===== src/rtl/reorder_buffer.sv =====
// Circular in-order commit buffer: allocates entries at dispatch, captures CDB results,
// commits the head in program order and raises a one-cycle flush on next-pc mispredict.
module reorder_buffer #(
    parameter int unsigned ADDR_WIDTH   = 32,
    parameter int unsigned RoB_WIDTH    = 3,
    parameter int unsigned EX_RoB_WIDTH = 4
) (
    input  logic                    Sys_clk,
    input  logic                    Sys_rst,
    input  logic                    Sys_rdy,
    input  logic                    DPRB_en,
    input  logic [1:0]              DPRB_type,
    input  logic [4:0]              DPRB_rd,
    input  logic [ADDR_WIDTH-1:0]   DPRB_pred_pc,
    output logic                    RBDP_full,
    output logic [RoB_WIDTH-1:0]    RBDP_tail,
    input  logic [EX_RoB_WIDTH-1:0] DPRB_Qj,
    input  logic [EX_RoB_WIDTH-1:0] DPRB_Qk,
    output logic                    RBDP_Vj_rdy,
    output logic                    RBDP_Vk_rdy,
    output logic [31:0]             RBDP_Vj,
    output logic [31:0]             RBDP_Vk,
    input  logic                    CDBRB_RS_en,
    input  logic [RoB_WIDTH-1:0]    CDBRB_RS_RoB_index,
    input  logic [31:0]             CDBRB_RS_value,
    input  logic [ADDR_WIDTH-1:0]   CDBRB_RS_next_pc,
    input  logic                    CDBRB_LSB_en,
    input  logic [RoB_WIDTH-1:0]    CDBRB_LSB_RoB_index,
    input  logic [31:0]             CDBRB_LSB_value,
    output logic                    RBRF_en,
    output logic [4:0]              RBRF_rd,
    output logic [31:0]             RBRF_value,
    output logic [RoB_WIDTH-1:0]    RBRF_RoB_index,
    output logic                    RBLSB_commit_en,
    output logic [RoB_WIDTH-1:0]    RBLSB_RoB_index,
    output logic                    RoBRS_pre_judge,
    output logic                    RBIF_en,
    output logic [ADDR_WIDTH-1:0]   RBIF_pc
);
    localparam int unsigned RoB_SIZE = 1 << RoB_WIDTH;
    localparam int unsigned CNT_W    = RoB_WIDTH + 1;
    localparam logic [EX_RoB_WIDTH-1:0] NON_DEP = {1'b1, {(EX_RoB_WIDTH-1){1'b0}}};

    typedef enum logic [1:0] {
        T_REG   = 2'd0,
        T_BR    = 2'd1,
        T_JUMP  = 2'd2,
        T_STORE = 2'd3
    } rob_type_e;

    logic [RoB_SIZE-1:0]   busy;
    logic [RoB_SIZE-1:0]   ready;
    rob_type_e             ent_type    [RoB_SIZE];
    logic [4:0]            ent_rd      [RoB_SIZE];
    logic [31:0]           ent_value   [RoB_SIZE];
    logic [ADDR_WIDTH-1:0] ent_pred_pc [RoB_SIZE];
    logic [ADDR_WIDTH-1:0] ent_real_pc [RoB_SIZE];

    logic [RoB_WIDTH-1:0] head;
    logic [RoB_WIDTH-1:0] tail;
    logic [CNT_W-1:0]     count;

    logic      full_c;
    logic      alloc_c;
    logic      commit_c;
    logic      mispredict_c;
    logic      rs_cap_c;
    logic      lsb_cap_c;
    rob_type_e head_type_c;

    logic [RoB_WIDTH-1:0] qj_idx;
    logic [RoB_WIDTH-1:0] qk_idx;

    assign full_c      = (count == CNT_W'(RoB_SIZE));
    assign RBDP_full   = full_c;
    assign RBDP_tail   = tail;
    assign head_type_c = ent_type[head];

    // Nothing is accepted while the flush cycle is in progress.
    assign alloc_c      = DPRB_en && !full_c && RoBRS_pre_judge;
    assign commit_c     = busy[head] && ready[head] && RoBRS_pre_judge;
    assign mispredict_c = commit_c && ((head_type_c == T_BR) || (head_type_c == T_JUMP))
                          && (ent_real_pc[head] != ent_pred_pc[head]);
    assign rs_cap_c     = CDBRB_RS_en && RoBRS_pre_judge && busy[CDBRB_RS_RoB_index];
    assign lsb_cap_c    = CDBRB_LSB_en && RoBRS_pre_judge && busy[CDBRB_LSB_RoB_index];

    assign qj_idx = DPRB_Qj[RoB_WIDTH-1:0];
    assign qk_idx = DPRB_Qk[RoB_WIDTH-1:0];

    // Operand lookup with same-cycle CDB forwarding; RS port wins over LSB.
    always_comb begin
        RBDP_Vj_rdy = 1'b0;
        RBDP_Vj     = ent_value[qj_idx];
        if (DPRB_Qj != NON_DEP) begin
            if (CDBRB_RS_en && (CDBRB_RS_RoB_index == qj_idx)) begin
                RBDP_Vj_rdy = 1'b1;
                RBDP_Vj     = CDBRB_RS_value;
            end else if (CDBRB_LSB_en && (CDBRB_LSB_RoB_index == qj_idx)) begin
                RBDP_Vj_rdy = 1'b1;
                RBDP_Vj     = CDBRB_LSB_value;
            end else begin
                RBDP_Vj_rdy = busy[qj_idx] && ready[qj_idx];
            end
        end
    end

    always_comb begin
        RBDP_Vk_rdy = 1'b0;
        RBDP_Vk     = ent_value[qk_idx];
        if (DPRB_Qk != NON_DEP) begin
            if (CDBRB_RS_en && (CDBRB_RS_RoB_index == qk_idx)) begin
                RBDP_Vk_rdy = 1'b1;
                RBDP_Vk     = CDBRB_RS_value;
            end else if (CDBRB_LSB_en && (CDBRB_LSB_RoB_index == qk_idx)) begin
                RBDP_Vk_rdy = 1'b1;
                RBDP_Vk     = CDBRB_LSB_value;
            end else begin
                RBDP_Vk_rdy = busy[qk_idx] && ready[qk_idx];
            end
        end
    end

    always_ff @(posedge Sys_clk) begin
        if (!Sys_rst) begin
            busy            <= '0;
            ready           <= '0;
            head            <= '0;
            tail            <= '0;
            count           <= '0;
            RBRF_en         <= 1'b0;
            RBRF_rd         <= '0;
            RBRF_value      <= '0;
            RBRF_RoB_index  <= '0;
            RBLSB_commit_en <= 1'b0;
            RBLSB_RoB_index <= '0;
            RoBRS_pre_judge <= 1'b1;
            RBIF_en         <= 1'b0;
            RBIF_pc         <= '0;
        end else if (Sys_rdy) begin
            RBRF_en         <= 1'b0;
            RBLSB_commit_en <= 1'b0;
            RBIF_en         <= 1'b0;
            RoBRS_pre_judge <= 1'b1;

            if (commit_c) begin
                busy[head] <= 1'b0;
                head       <= head + RoB_WIDTH'(1);
                if ((head_type_c == T_REG) || (head_type_c == T_JUMP)) begin
                    RBRF_en        <= 1'b1;
                    RBRF_rd        <= ent_rd[head];
                    RBRF_value     <= ent_value[head];
                    RBRF_RoB_index <= head;
                end
                if (head_type_c == T_STORE) begin
                    RBLSB_commit_en <= 1'b1;
                    RBLSB_RoB_index <= head;
                end
            end

            if (rs_cap_c) begin
                ready[CDBRB_RS_RoB_index]       <= 1'b1;
                ent_value[CDBRB_RS_RoB_index]   <= CDBRB_RS_value;
                ent_real_pc[CDBRB_RS_RoB_index] <= CDBRB_RS_next_pc;
            end
            if (lsb_cap_c) begin
                ready[CDBRB_LSB_RoB_index]     <= 1'b1;
                ent_value[CDBRB_LSB_RoB_index] <= CDBRB_LSB_value;
            end

            if (alloc_c) begin
                busy[tail]        <= 1'b1;
                ready[tail]       <= 1'b0;
                ent_type[tail]    <= rob_type_e'(DPRB_type);
                ent_rd[tail]      <= DPRB_rd;
                ent_pred_pc[tail] <= DPRB_pred_pc;
                tail              <= tail + RoB_WIDTH'(1);
            end

            count <= count + CNT_W'(alloc_c) - CNT_W'(commit_c);

            // Mispredict squashes every entry, including any allocation on this edge.
            if (mispredict_c) begin
                busy            <= '0;
                ready           <= '0;
                head            <= '0;
                tail            <= '0;
                count           <= '0;
                RoBRS_pre_judge <= 1'b0;
                RBIF_en         <= 1'b1;
                RBIF_pc         <= ent_real_pc[head];
            end
        end
    end

endmodule

===== config.mk =====
export PLATFORM = sky130hd
export DESIGN_NAME = reorder_buffer
export DESIGN_NICKNAME = d
export VERILOG_FILES = /design/src/rtl/reorder_buffer.sv
export SDC_FILE = /design/constraint.sdc
export NUM_CORES = 1
export LEC_CHECK = 0
export CELL_PAD_IN_SITES_DETAIL_PLACEMENT = 0
export CELL_PAD_IN_SITES_GLOBAL_PLACEMENT = 1
export CORE_MARGIN = 2
export CORE_UTILIZATION = 46
export CTS_CLUSTER_DIAMETER = 150
export DETAILED_ROUTE_END_ITERATION = 8
export GPL_TIMING_DRIVEN = 0
export PLACE_DENSITY_LB_ADDON = 0.12
export SYNTH_ARGS = -nofsm -noshare
export SYNTH_HDL_FRONTEND = slang
export SYNTH_SLANG_ARGS = --single-unit

===== constraint.sdc =====
create_clock -name Sys_clk -period 6.5 [get_ports Sys_clk]
set_input_delay 1.3 -clock Sys_clk [delete_from_list [all_inputs] [get_ports Sys_clk]]
set_output_delay 1.3 -clock Sys_clk [all_outputs]
set_load 0.01 [all_outputs]

==> reports/qor.csv <==
metric;value;unit
initial_utilization;46.3;%
dpl.hpwl;103000;um
synthSimpleGateAreaFrac;3.14;%
synthCells;2696;
antenna_found_initial;17;
synth_compound_area_share;7.39;%
slew_viol_final;22;
place_congestion;0.927;
drc;0;
cts_resized;17;
antenna_left;0;
drive_gt1_share;28.6;%
die_area;0.0980;mm^2
cts_tree;built;
synth-async-reset-ratio;0;%
grt_overflow;0;
worstPathArrival;5.35;ns
synth.top_cell.area_share;56.3;%
relSlewSlack;-1.40;%
synth_xor_area_share;0.976;%
powerDensity;251;mW/mm^2
syn-num-nets;2860;
worstMarginPinSlew;1.52;ns
final.setup.worst_slack;-0.146;ns
clk_pin_slew;0.06;ns
postCtsSetupBuffers;0;
synth_cell_types;53;
crit_type;input port to output pin;
grtUsageTotal;31.1;%
status;finished with violations;
synth_common_cells;edfxtp_1, mux2_2, mux4_2, clkbuf_1, o22ai_1;
finalHoldViolCount;0;
yosys_warnings;0;
synth_seq_area_share;61.2;%
yosys-top-cells-area;edfxtp_1, mux4_2, mux2_2;
die_h;313;um
h-tree-depth;3;
dr_total_vias;29050;
core_region_area;0.0949;mm^2
insertion_delay;0.70;ns
synth_fa_ha_area_share;0.273;%
drt-total-wl;154000;um
numCtsBuffers;97;
io_buffer_count;231;
ys.flop_type;edfxtp_1;
finalSetupTns;-0.260;ns
fin_nets;3255;
cts.sinks;932;
wl_per_cell;34.7;um
die_w;313;um
ir_worst_vdd;0.230;mV
max_freq;0.150;GHz
root_buffer;clkbuf_16;
violations;max-capacitance violations, max-slew violations, negative setup slack;
synth_top_family_by_area;multiplexers;
path_max_fanout;10;
grt_pass1_wl;216000;um
start_kind;input port;
pre_cts_ws;-0.155;ns
min_path_type;flip-flop to flip-flop;
io_pins;304;
maxCapViolCount;3;
min_period_over_period;102;%
clock_skew;0.0386;ns
avgSynthCellArea;16.3;um^2
cp-end-kind;output pin;
rows;113;
dr.pass1.iters;6;
clk_path_buf_depth;3;
setup_viol;4;
synth_most_common_cell;edfxtp_1;
cp.required;5.20;ns
synth_area_leader_cell;edfxtp_1;
finalWorstPathRequiredPeriod;6.65;ns
p_leak;16.2;nW
place_area;0.0488;mm^2
grt_pass1_vias;29299;
synth_edf_count;824;
grt_start_max_net_pins;33;
synth_area;0.0440;mm^2
rsz0062_at_grt;yes;
yosys-mux-area-fraction;24.3;%
area_growth;18.5;%
drt_iter0_drc;3593;
cts.hold.buffers_added;0;
yosys_register_bits;932;
viasPerCell;6.54;
final_area;0.0521;mm^2
[registers in the layout, summed over array words and instances, names as in the netlist, named ones only]
signal	cells
ent_pred_pc	256
ent_real_pc	256
ent_value	256
ent_rd	40
RBIF_pc	32
RBRF_value	32
ent_type	16
busy	8
ready	8
RBRF_rd	5
count	4
RBDP_tail	3
RBLSB_RoB_index	3
RBRF_RoB_index	3
head	3
RBIF_en	1
RBLSB_commit_en	1
RBRF_en	1
RoBRS_pre_judge	1
[metrics by stage]
step	power (mW)	cells	util, %	hold WS, ns
finish	13.1	4442	54.9	0.483
global placement	7.52	4192	50.4	0.452
floorplan	7.13	2696	-	0.442
detailed placement	7.55	4257	51.4	0.470
CTS	13.1	4440	54.9	0.485
global route	13.4	4442	54.9	0.510
[area by class of cell]
class | count | area [um^2]
fill | 7642 | 42800
multi-input combinational | 1476 | 16000
timing repair buffer | 296 | 3120
antenna | 2 | 5.00
clock inverter | 63 | 646
sequential | 932 | 26900
tap | 1265 | 1580
buffer | 275 | 1220
clock buffer | 120 | 2560
inverter | 13 | 48.8
[cell usage in the layout, fill, tap and decap left out, types with 33 or more instances in the layout]
cell type        instances
o22ai_1                129
a221oi_1                77
mux2_2                 328
clkbuf_16               97
a21oi_1                 77
buf_4                   42
dfxtp_1                108
mux2i_1                 71
buf_2                   33
buf_1                   81
nand2_1                 46
a22o_1                  77
mux4_2                 264
and2_1                  33
xnor2_1                 41
clkbuf_1               143
clkdlybuf4s50_1        231
edfxtp_1               824
a311oi_1                38
nor2_1                  89
[worst max-delay path: stages]
cell             delay (ns)
clkdlybuf4s50_1        0.63
clkbuf_1               0.61
xnor2_1                0.16
nand4_1                0.35
inv_1                  0.12
nand2_1                0.24
buf_1                  0.69
o22ai_1                0.18
a21oi_1                0.43
clkdlybuf4s50_1        0.63
[final timing paths]
check | slack [ns] | cells past startpoint | start | endpoint
min reg2reg | 0.48 | 1 | count[2] | count[2]
max reg2reg | 1.90 | 9 | flip-flop | RBRF_value[27]
min | 0.48 | 1 | count[2] | count[2]
max | -0.15 | 10 | DPRB_Qj[0] | RBDP_Vj[2]
[cell families after synthesis]
group	after synthesis
simple gates	279
compound gates	448
xor+xnor	49
fa+ha+maj	9
flops	932
buf+inv	288
mux	691
[report_power, final]
part | internal [mW] | switching [mW]
clock network | 3.15 | 2.46
registers | 6.53 | 0.0110
logic | 0.400 | 0.506
[metal layers]
metal	global-route usage, %	share of wire [%]
met5	0	0.11
met4	14.1	5.0
met3	7.71	9.8
met2	50.8	48
met1	39.2	37
No activity file was read; power rests on OpenSTA's default activity.
